`src/rtl/ff_pkg.sv`:
```
// Shared helpers for the ff_pipe delay line: log2 helper, derived port
// widths and the default reset value of the data stages.
package ff_pkg;

   // Default reset value for every data stage; the top truncates it to WIDTH.
   localparam logic [63:0] RST_VAL_DEF = 64'h0;

   // Ceiling log2; returns 0 for n <= 1.
   function automatic int clog2(input int n);
      int r;
      r = 0;
      while ((1 << r) < n) r++;
      return r;
   endfunction

   // Tap select width: wide enough to address every stage, at least 1 bit.
   function automatic int tw_f(input int depth);
      return (clog2(depth) < 1) ? 1 : clog2(depth);
   endfunction

   // Occupancy width: must represent 0..depth inclusive.
   function automatic int ow_f(input int depth);
      return clog2(depth + 1);
   endfunction

endpackage

```
`src/rtl/ff_stage.sv`:
```
// One enabled pipeline register carrying a data word and its valid bit.
// clr drops the valid bit regardless of en; data still follows en.
module ff_stage
   import ff_pkg::*;
#(
   parameter int               WIDTH   = 8,
   parameter logic [WIDTH-1:0] RST_VAL = WIDTH'(RST_VAL_DEF)
) (
   input  logic             ck,
   input  logic             rst,
   input  logic             en,
   input  logic             clr,
   input  logic [WIDTH-1:0] d,
   input  logic             d_vld,
   output logic [WIDTH-1:0] q,
   output logic             q_vld
);

   logic [WIDTH-1:0] data_d, data_q;
   logic             vld_d,  vld_q;

   // Next state: load on en, otherwise hold; clr wins for the valid bit only.
   always_comb begin
      data_d = data_q;
      vld_d  = vld_q;
      if (en) begin
         data_d = d;
         vld_d  = d_vld;
      end
      if (clr) vld_d = 1'b0;
   end

   // State register with asynchronous reset to RST_VAL / invalid.
   always_ff @(posedge ck or posedge rst) begin
      // NOTE: non-blocking assignments here so every stage samples its
      // neighbour's old value on the same edge; blocking would collapse the chain.
      if (rst) begin
         data_q <= RST_VAL;
         vld_q  <= 1'b0;
      end else begin
         data_q <= data_d;
         vld_q  <= vld_d;
      end
   end

   assign q     = data_q;
   assign q_vld = vld_q;

endmodule

```
`src/rtl/ff_pipe.sv`:
```
// WIDTH-bit, DEPTH-stage enable-gated delay line with per-stage valid bits,
// synchronous flush and an incrementally maintained occupancy count.
// Build option FF_PIPE_TAP_EN: adds the tap port and a clamped output mux;
// without it the output is the last stage.
module ff_pipe
   import ff_pkg::*;
#(
   parameter int               WIDTH   = 8,
   parameter int               DEPTH   = 4,
   parameter logic [WIDTH-1:0] RST_VAL = WIDTH'(RST_VAL_DEF)
) (
   input  logic                       ck,
   input  logic                       rst,
   input  logic                       en,
   input  logic                       flush,
   input  logic [WIDTH-1:0]           d,
   input  logic                       d_vld,
`ifdef FF_PIPE_TAP_EN
   input  logic [tw_f(DEPTH)-1:0]     tap,
`endif
   output logic [WIDTH-1:0]           q,
   output logic                       q_vld,
   output logic                       busy,
   output logic [ow_f(DEPTH)-1:0]     occ
);

   localparam int TW = tw_f(DEPTH);
   localparam int OW = ow_f(DEPTH);

   logic [WIDTH-1:0] s_data [DEPTH];
   logic [DEPTH-1:0] s_vld;

   for (genvar k = 0; k < DEPTH; k++) begin : g_stage
      logic [WIDTH-1:0] in_data;
      logic             in_vld;
      if (k == 0) begin : g_head
         assign in_data = d;
         assign in_vld  = d_vld;
      end else begin : g_body
         assign in_data = s_data[k-1];
         assign in_vld  = s_vld[k-1];
      end
      ff_stage #(
         .WIDTH   (WIDTH),
         .RST_VAL (RST_VAL)
      ) u_stage (
         .ck    (ck),
         .rst   (rst),
         .en    (en),
         .clr   (flush),
         .d     (in_data),
         .d_vld (in_vld),
         .q     (s_data[k]),
         .q_vld (s_vld[k])
      );
   end

   logic [OW-1:0] occ_d, occ_q;

   // Occupancy: +1 for a valid word entering, -1 for one falling off the end.
   // Modulo-OW arithmetic is exact because the true result stays in 0..DEPTH.
   always_comb begin
      occ_d = occ_q;
      if (flush)   occ_d = '0;
      else if (en) occ_d = occ_q + OW'(d_vld) - OW'(s_vld[DEPTH-1]);
   end

   // Occupancy register, cleared together with the stages on reset.
   always_ff @(posedge ck or posedge rst) begin
      if (rst) occ_q <= '0;
      else     occ_q <= occ_d;
   end

   assign occ  = occ_q;
   assign busy = (occ_q != '0);

`ifdef FF_PIPE_TAP_EN
   localparam logic [TW:0]   DEPTH_W = (TW+1)'(DEPTH);
   localparam logic [TW-1:0] LAST    = TW'(DEPTH - 1);

   logic [TW-1:0] sel;

   // Output select: tap values past the last stage clamp to the last stage.
   always_comb begin
      sel = tap;
      if ({1'b0, tap} >= DEPTH_W) sel = LAST;
   end

   assign q     = s_data[sel];
   assign q_vld = s_vld[sel];
`else
   assign q     = s_data[DEPTH-1];
   assign q_vld = s_vld[DEPTH-1];
`endif

endmodule
```
`config.mk`:
```
export PLATFORM = sky130hd
export DESIGN_NAME = ff_pipe
export DESIGN_NICKNAME = d
export VERILOG_FILES = /design/src/rtl/ff_pkg.sv /design/src/rtl/ff_stage.sv /design/src/rtl/ff_pipe.sv
export SDC_FILE = /design/constraint.sdc
export NUM_CORES = 1
export LEC_CHECK = 0
export CAP_MARGIN = 20
export CORE_MARGIN = 5
export CORE_UTILIZATION = 42
export DETAILED_ROUTE_END_ITERATION = 10
export PLACE_DENSITY_LB_ADDON = 0.08
export SYNTH_ARGS = -nofsm -noshare
export SYNTH_HDL_FRONTEND = slang
export SYNTH_HIERARCHICAL = 1
export SYNTH_SLANG_ARGS = --single-unit
export TNS_END_PERCENT = 100
```
`constraint.sdc`:
```
create_clock -name ck -period 2.2 [get_ports ck]
set_clock_uncertainty 0.05 [all_clocks]
set_input_delay 0.44 -clock ck [delete_from_list [all_inputs] [get_ports ck]]
set_output_delay 0.44 -clock ck [all_outputs]
set_load 0.01 [all_outputs]
```
==> flow_summary_export.csv, run 1 <==
group,metric,value,unit
synthesis,yosysSeqAreaShare,57.5,%
placed_design,dp_hpwl,1860,um
placed_design,portBuffers,25,
floorplan,coreArea,3970,um2
critical_path,cpMaxStageDelayCell,"or3_2",
floorplan,die_x,73.6,um
floorplan,rows,23,
grt,use_met1,14.3,%
critical_path,crit_chain,"or3_2 > dlygate4sd2_1",
synthesis,synth_top_area_share,57.5,%
cts,cts.path.max_buffers,2,
critical_path,cp.required,1710,ps
cts,clock_insertion_delay_worst_skew,280,ps
power,power,1.80,mW
cts,htree_levels,2,
routing,vias,825,
critical_path,cpPeakStageDelay,480,ps
synthesis,synth_cells,104,
power,irDropWorstVdd,0.351,mV
synthesis,syn_area_per_cell,16.3,um2
layout,stdcell_count,183,
layout,stdcell_area,2080,um2
cts,clock-root-buffer,"clkbuf_8",
critical_path,end_kind,"output pin",
power,p_leak,1.01,nW
floorplan,start_util,42.7,%
floorplan,dieArea,5410,um2
routing,drcViolationCount,0,
status,status,"completed",
cts,hold_buffers,0,
critical_path,path_buf_inv,1,
critical_path,path_max_fanout,5,
grt,top_usage_layer,"met1",
critical_path,worstSetupStartpointType,"register",
grt,grt_first_pass_wirelength,4150,um
cts,cts_sinks,39,
layout,syn_to_final_growth,22.7,%
critical_path,criticalPathCategory,"reg2out",
sta,worst_slew_pin_slew,360,ps
cts,cts_buffers,5,
cts,cts_setup_buffers,0,
sta,fin_crit,1990,ps
routing,viasPerCell,4.51,
sta,finalSetupViolations,0,
routing,drt_wl_total,2450,um
routing,drt-pass1-iter-count,2,
sta,finalCritPeriodShare,90.6,%
layout,drive_above_1_share,31.6,%
placed_design,placed_area,1980,um2
synthesis,synth_fp_nets,120,
layout,antenna_cells,0,
sta,rsz0062_at_grt,"no",
critical_path,critPathArrivalTime,1500,ps
sta,setup_tns,0,ps
layout,nFillCells,335,
placed_design,placedCellCount,176,
sta,relSlewSlack,76.0,%
grt,use_met3,4.10,%
grt,grtUsageTotal,10.2,%
flow_run,maxCapViolCount,0,
sta,hold_viol_final,0,
synthesis,ys_seq_elements,39,
layout,mostFrequentLayoutCells,"38 x dfrtp_1, 32 x mux2_4, 23 x clkdlybuf4s50_1",
synthesis,ys_warn_count,6,
power,p_per_area,865,nW/um2
cts,path_clk_slew,70,ps
routing,drt_iter0_drc,33,
layout,layout_commonest_cell,"dfrtp_1",
layout,fin_nets,149,
grt,met2_usage,14.3,%
grt,grt_max_degree,42,
synthesis,syn_area,1700,um2
synthesis,ys_top_cells_by_area,"dfrtp_1 58%, mux2_4 28%, mux2i_1 2.9%",
critical_path,cpLargestDelayFamily,"simple AND/OR/NAND/NOR gates",
routing,wl_per_cell,13.4,um
grt,grt_overflow,0,
cts,cts_tree,"built",
synthesis,ys_types,14,
synthesis,yosysTopAreaCell,"dfrtp_1",
floorplan,num_io_pins,26,
sta,drv_slew,0,
grt,antenna_found_initial,0,
hold_path,hold_path.class,"in2async",
grt,grt_pass1_vias,854,
floorplan,die_h,73.6,um
routing,ant_nets,0,
placed_design,place_congestion,0.688,
sta,max_freq,502,MHz
-- registers in the layout, indices dropped and copies added, names as in the netlist --
signal	flops
g_stage.u_stage/q_vld	4
occ	3
g_stage.u_stage/q	32
-- routing by layer --
| layer | part of all wire [%] | vias to the layer above |
|---|---|---|
| met2 | 43 | 21 |
| met1 | 50 | 391 |
| li1 | - | 409 |
| met5 | 0 | - |
| met3 | 5.0 | 4 |
| met4 | 1.3 | 0 |
-- worst paths after layout --
path	start	endpoint	slack, ps	cells past startpoint
worst max-delay path	occ[1]$_DFFE_PP0P_	busy	210	2
worst min-delay path	rst	occ[0]$_DFFE_PP0P_	410	2
worst max register to register	g_stage[3].u_stage/q_vld$_DFFE_PP0P_	occ[2]$_DFFE_PP0P_	260	8
worst min register to register	g_stage[1].u_stage/q[0]$_DFFE_PP0P_	g_stage[2].u_stage/q[0]$_DFFE_PP0P_	450	1
max in group asynchronous	rst	g_stage[3].u_stage/q[7]$_DFFE_PP0P_	1330	2
min in group ck	g_stage[1].u_stage/q[0]$_DFFE_PP0P_	g_stage[2].u_stage/q[0]$_DFFE_PP0P_	450	1
-- worst reg2reg max path, delay by kind of cell (launching register included) --
| family | cells | cell delay (ps) |
|---|---|---|
| buffers and inverters | 2 | 110 |
| AOI/OAI and AO/OA | 2 | 290 |
| DFF | 1 | 410 |
| xor gates and xnor gates | 1 | 180 |
| adders and majority gates | 3 | 780 |
-- cells by family (layout without fill, tap and decap cells) --
logic type	after synthesis	count (layout)	synth area share, %
adders and majority gates	3	3	2.65
AOI/OAI and AO/OA	3	3	1.25
DFF	39	39	57.5
buffers and inverters	12	41	4.42
and+or+nand+nor	9	9	2.36
xor gates and xnor gates	1	1	0.516
muxes	37	37	31.3
-- timing repair --
| action | 4_1_cts | 5_1_grt |
|---|---|---|
| endpoints found under the setup margin | 1 | 0 |
| resized for setup | 2 | 0 |
| hold endpoints to repair | 0 | 0 |
-- Yosys cell counts --
library cell   n
a211oi_1       1
inv_1          8
ha_1           2
mux2i_1        5
buf_6          4
fa_1           1
a31o_1         1
mux2_4        32
xor2_1         1
dfrtp_1       39
nor2_1         7
nand2b_1       1
a21oi_1        1
or3_2          1
-- stage by stage --
stage               utilization, %  worst slack, ps  hold slack, ps
floorplan                        -              333             144
global placement              49.8              108             446
detailed placement            49.8             58.8             441
CTS                           52.4              188             403
global route                  52.4              119             445
finish                        52.4              206             406
-- area by class of cell --
type / count / area [um2] / share of cell area, %
clock inverter: 1 / 30.0 / 1.44
sequential: 39 / 977 / 46.9
tap: 50 / 62.6 / 3.00
timing repair buffer: 26 / 264 / 12.7
multi-input combinational: 53 / 646 / 31.0
clock buffer: 6 / 72.6 / 3.49
inverter: 8 / 30.0 / 1.44
-- report_power, final --
part	switching, mW	leakage [nW]	total, mW	internal [mW]
sequential	0.0653	0.469	0.892	0.826
combinational	0.109	0.492	0.357	0.248
clock	0.221	0.0513	0.553	0.332
No activity file was read; power rests on OpenSTA's default activity.
==> run 2, diff against run 1 <==
Clock period 2.2 ns to 2.3 ns, I/O delays scaled along.
==> flow_summary_export.csv, run 2 (synthesis gave the netlist of run 1 again) <==
group,metric,value,unit
status,status,"completed",
critical_path,critPathArrivalTime,1710,ps
routing,drcViolationCount,0,
cts,clock_insertion_delay_worst_skew,280,ps
sta,hold_viol_final,0,
sta,finalCritPeriodShare,96.6,%
grt,use_met3,2.87,%
sta,finalSetupViolations,0,
layout,fin_nets,149,
grt,antenna_found_initial,0,
critical_path,worstSetupStartpointType,"register",
placed_design,place_congestion,0.728,
floorplan,start_util,42.7,%
cts,path_clk_slew,70,ps
cts,cts_setup_buffers,0,
routing,drt_iter0_drc,36,
layout,syn_to_final_growth,21.6,%
placed_design,dp_hpwl,1960,um
critical_path,cp-endpoint,"busy",
layout,antenna_cells,0,
cts,postCtsResizedCells,0,
power,p_leak,1.01,nW
critical_path,cpLargestDelayFamily,"buffers and inverters",
critical_path,cp_num_cells,2,
critical_path,cp.required,1790,ps
routing,drt-pass1-iter-count,3,
sta,relSlewSlack,76.3,%
floorplan,die_x,73.6,um
critical_path,crit_chain,"or3_2 > clkdlybuf4s50_1",
routing,vias,834,
grt,grt_overflow,0,
sta,worst_hold_slack,435,ps
grt,grtUsageTotal,10.9,%
sta,fin_crit,2220,ps
routing,drt_wl_total,2530,um
grt,use_met1,15.7,%
cts,hold_buffers,0,
grt,met2_usage,14.7,%
critical_path,r2r-end,"occ[2]$_DFFE_PP0P_",
layout,largest_reg_flops,32,
cts,cts_buffers,5,
floorplan,num_io_pins,26,
cts,cts_sinks,39,
power,p_per_area,790,nW/um2
cts,cts_tree,"built",
floorplan,die_h,73.6,um
grt,grt_pass1_vias,873,
layout,drive_above_1_share,32.1,%
sta,rsz0062_at_grt,"no",
routing,viasPerCell,4.53,
cts,clock-root-buffer,"clkbuf_8",
critical_path,cpMaxStageDelayCell,"clkdlybuf4s50_1",
cts,cts.path.max_buffers,2,
sta,drv_slew,0,
floorplan,coreArea,3970,um2
critical_path,reg2reg_depth,8,
layout,stdcell_area,2060,um2
layout,layout_commonest_cell,"dfrtp_1",
routing,wl_per_cell,13.7,um
placed_design,portBuffers,25,
routing,ant_nets,0,
hold_path,hold_path.class,"in2async",
critical_path,path_max_fanout,5,
sta,worst_slew_pin_slew,356,ps
placed_design,placed_area,1980,um2
critical_path,end_kind,"output pin",
floorplan,dieArea,5410,um2
layout,mostFrequentLayoutCells,"39 x dfrtp_1, 32 x mux2_4, 24 x clkdlybuf4s50_1",
power,irDropWorstVdd,0.407,mV
critical_path,rr_startpoint,"g_stage[3].u_stage/q_vld$_DFFE_PP0P_",
cts,htree_levels,2,
critical_path,cpPeakStageDelay,500,ps
critical_path,criticalPathCategory,"reg2out",
critical_path,ff2ff_setup_slack,360,ps
sta,setup_tns,0,ps
floorplan,rows,23,
grt,grt_first_pass_wirelength,4400,um
critical_path,startpoint,"occ[1]$_DFFE_PP0P_",
critical_path,path_buf_inv,1,
sta,max_freq,450,MHz
grt,top_usage_layer,"met1",
flow_run,maxCapViolCount,0,
grt,grt_max_degree,30,
==> run 2: changes by cell type in the layout (fill, tap and decap cells not counted) <==
cell and change:
dfrtp_2 -1, dlygate4sd2_1 -1, clkinv_2 +3, dfrtp_1 +1, clkbuf_1 -1, bufinv_16 -1
clkdlybuf4s50_1 +1
==> run 2: worst min-delay path by stage <==
stage | slack, ps | end | cells after the start | start
after CTS | 420 | occ[0]$_DFFE_PP0P_ | 2 | rst
after global routing | 450 | occ[0]$_DFFE_PP0P_ | 2 | rst
after detailed placement | 450 | g_stage[3].u_stage/q[0]$_DFFE_PP0P_ | 1 | g_stage[3].u_stage/q[0]$_DFFE_PP0P_
after floorplan | 160 | occ[0]$_DFFE_PP0P_ | 1 | rst
after global placement | 450 | g_stage[3].u_stage/q[3]$_DFFE_PP0P_ | 1 | g_stage[3].u_stage/q[3]$_DFFE_PP0P_
final | 440 | occ[0]$_DFFE_PP0P_ | 2 | rst
==> run 2: report_power, final <==
group	leakage, nW	internal [mW]	switching (mW)
registers	0.471	0.790	0.0656
logic	0.490	0.240	0.104
clock network	0.0477	0.207	0.223
==> run 2: final cells by class <==
| class | count | area [um2] |
|---|---|---|
| fill | 326 | 1910 |
| timing repair buffer | 26 | 265 |
| clock buffer | 5 | 68.8 |
| multi-input combinational | 53 | 646 |
| clock inverter | 3 | 15.0 |
| tap | 50 | 62.6 |
| sequential | 39 | 976 |
| inverter | 8 | 30.0 |
==> run 2: stage by stage <==
step | total power [mW] | instances | util, % | worst slack (ps)
after floorplan | 1.07 | 104 | - | 433
after global placement | 1.21 | 176 | 49.8 | 182
after detailed placement | 1.22 | 176 | 49.8 | 130
after CTS | 1.66 | 184 | 52.0 | 54.0
after global routing | 1.72 | 184 | 52.0 | 8.44
final | 1.63 | 184 | 52.0 | 79.0
==> run 2: per-layer routing <==
layer	wire (um)	vias up
li1	-	410
met1	1280	402
met2	1110	18
met3	109	4
met4	33	0
met5	0	-
==> run 3, diff against run 2 <==
Clock period 2.3 ns to 1.8 ns, I/O delays scaled along.
==> flow_summary_export.csv, run 3 (synthesis gave the netlist of run 1 again) <==
group,metric,value,unit
placed_design,dp_hpwl,1950,um
floorplan,coreArea,3970,um2
layout,antenna_cells,0,
placed_design,place_congestion,0.731,
sta,finalSetupViolations,1,
critical_path,cp.required,1930,ps
critical_path,end_kind,"register",
cts,cts_sinks,39,
power,p_per_area,1060,nW/um2
sta,worst_slack,-50.0,ps
floorplan,num_io_pins,26,
flow_run,maxCapViolCount,0,
critical_path,criticalPathCategory,"reg2reg",
routing,drt_wl_total,2600,um
routing,ant_nets,0,
critical_path,r2r-end,"occ[2]$_DFFE_PP0P_",
routing,vias,839,
hold_path,hold_path.class,"in2async",
sta,relSlewSlack,76.7,%
sta,drv_slew,0,
placed_design,placedCellCount,179,
critical_path,critPathArrivalTime,1980,ps
sta,rsz0062_at_grt,"yes",
floorplan,rows,23,
sta,max_freq,541,MHz
layout,ff_latch_area,976,um2
cts,clock-root-buffer,"clkbuf_8",
placed_design,portBuffers,25,
critical_path,reg2reg_depth,8,
floorplan,start_util,42.7,%
floorplan,die_x,73.6,um
routing,viasPerCell,4.46,
layout,drive_above_1_share,37.0,%
layout,largest_reg_flops,32,
status,status,"finished, violations left",
routing,drt_iter0_drc,27,
cts,clock_insertion_delay_worst_skew,290,ps
layout,multi_input_area,663,um2
routing,wl_per_cell,13.8,um
sta,worst_slew_pin_slew,350,ps
routing,drcViolationCount,0,
grt,grt_overflow,0,
critical_path,ff2ff_setup_slack,-50,ps
layout,stdcell_count,188,
floorplan,die_h,73.6,um
power,p_leak,1.07,nW
cts,cts.path.max_buffers,2,
grt,grt_pass1_vias,837,
status,violations,"negative setup slack",
grt,antenna_found_initial,0,
grt,grtUsageTotal,10.6,%
sta,fin_crit,1850,ps
layout,post-route-util,54.2,%
cts,path_clk_slew,70,ps
power,irDropWorstVdd,0.443,mV
critical_path,rr_startpoint,"g_stage[3].u_stage/q_vld$_DFFE_PP0P_",
cts,cts_tree,"built",
floorplan,dieArea,5410,um2
critical_path,path_max_fanout,2,
grt,grt_max_degree,42,
layout,fin_nets,153,
cts,cts_buffers,5,
layout,syn_to_final_growth,26.8,%
grt,grt_first_pass_wirelength,4260,um
critical_path,worstSetupStartpointType,"register",
sta,hold_viol_final,0,
layout,layout_commonest_cell,"dfrtp_1",
cts,htree_levels,2,
sta,worst_hold_slack,325,ps
sta,finalCritPeriodShare,103,%
sta,setup_tns,-50.0,ps
routing,drt-pass1-iter-count,2,
layout,mostFrequentLayoutCells,"39 x dfrtp_1, 32 x mux2_4, 21 x clkdlybuf4s50_1",
layout,nFillCells,342,
## run 3: area by class of cell
| type | instances | share of cell area, % |
|---|---|---|
| Timing Repair Buffer | 30 | 14.0 |
| Inverter | 8 | 1.40 |
| Clock inverter | 2 | 1.63 |
| Multi-Input combinational cell | 53 | 30.8 |
| Sequential cell | 39 | 45.4 |
| Tap cell | 50 | 2.91 |
| Clock buffer | 6 | 3.84 |
## run 3: worst max-delay path, stage by stage, from the launching register on
cell	delay, ps
dfrtp_1	400
ha_1	290
inv_1	60
ha_1	130
inv_1	50
fa_2	350
xor2_2	170
a21oi_2	70
a31o_1	180
## run 3: where the power goes
| group | leakage (nW) | switching [mW] | internal, mW | total (mW) |
|---|---|---|---|---|
| clock network | 0.0612 | 0.288 | 0.448 | 0.736 |
| logic | 0.543 | 0.141 | 0.318 | 0.459 |
| registers | 0.471 | 0.0807 | 1.01 | 1.09 |
## run 3: worst max-delay path by stage
stage                                         start                  to  slack, ps  cells past startpoint
2_1_floorplan                    occ[0]$_DFFE_PP0P_  occ[2]$_DFFE_PP0P_        -20                      9
3_3_place_gp                                  d_vld  occ[2]$_DFFE_PP0P_       -160                      7
3_5_place_dp                                  d_vld  occ[2]$_DFFE_PP0P_       -210                      7
4_1_cts                          occ[0]$_DFFE_PP0P_  occ[2]$_DFFE_PP0P_       -100                      9
5_1_grt        g_stage[3].u_stage/q_vld$_DFFE_PP0P_  occ[2]$_DFFE_PP0P_       -120                      8
6_report       g_stage[3].u_stage/q_vld$_DFFE_PP0P_  occ[2]$_DFFE_PP0P_        -50                      8
## run 3: per-stage QoR
step	setup WS [ps]	total power [mW]	instance area, um2
after global routing	-119	2.39	2150
after detailed placement	-209	1.57	2000
after CTS	-95.6	2.31	2120
final	-50.0	2.29	2150
after floorplan	-23.5	1.37	1700
after global placement	-158	1.55	2000
## run 3: what timing repair did
action,4_1_cts,5_1_grt
resized for setup,4,6
pin swaps,0,0
hold buffers,0,0
setup buffers,0,1
endpoints found under the setup margin,2,3
## run 3: routing by layer
layer	vias to the layer above	wire, um	track usage (%)
met4	0	46	4.83
met1	401	1290	14.6
li1	413	-	-
met3	4	135	4.10
met5	-	0	0
met2	21	1130	14.8
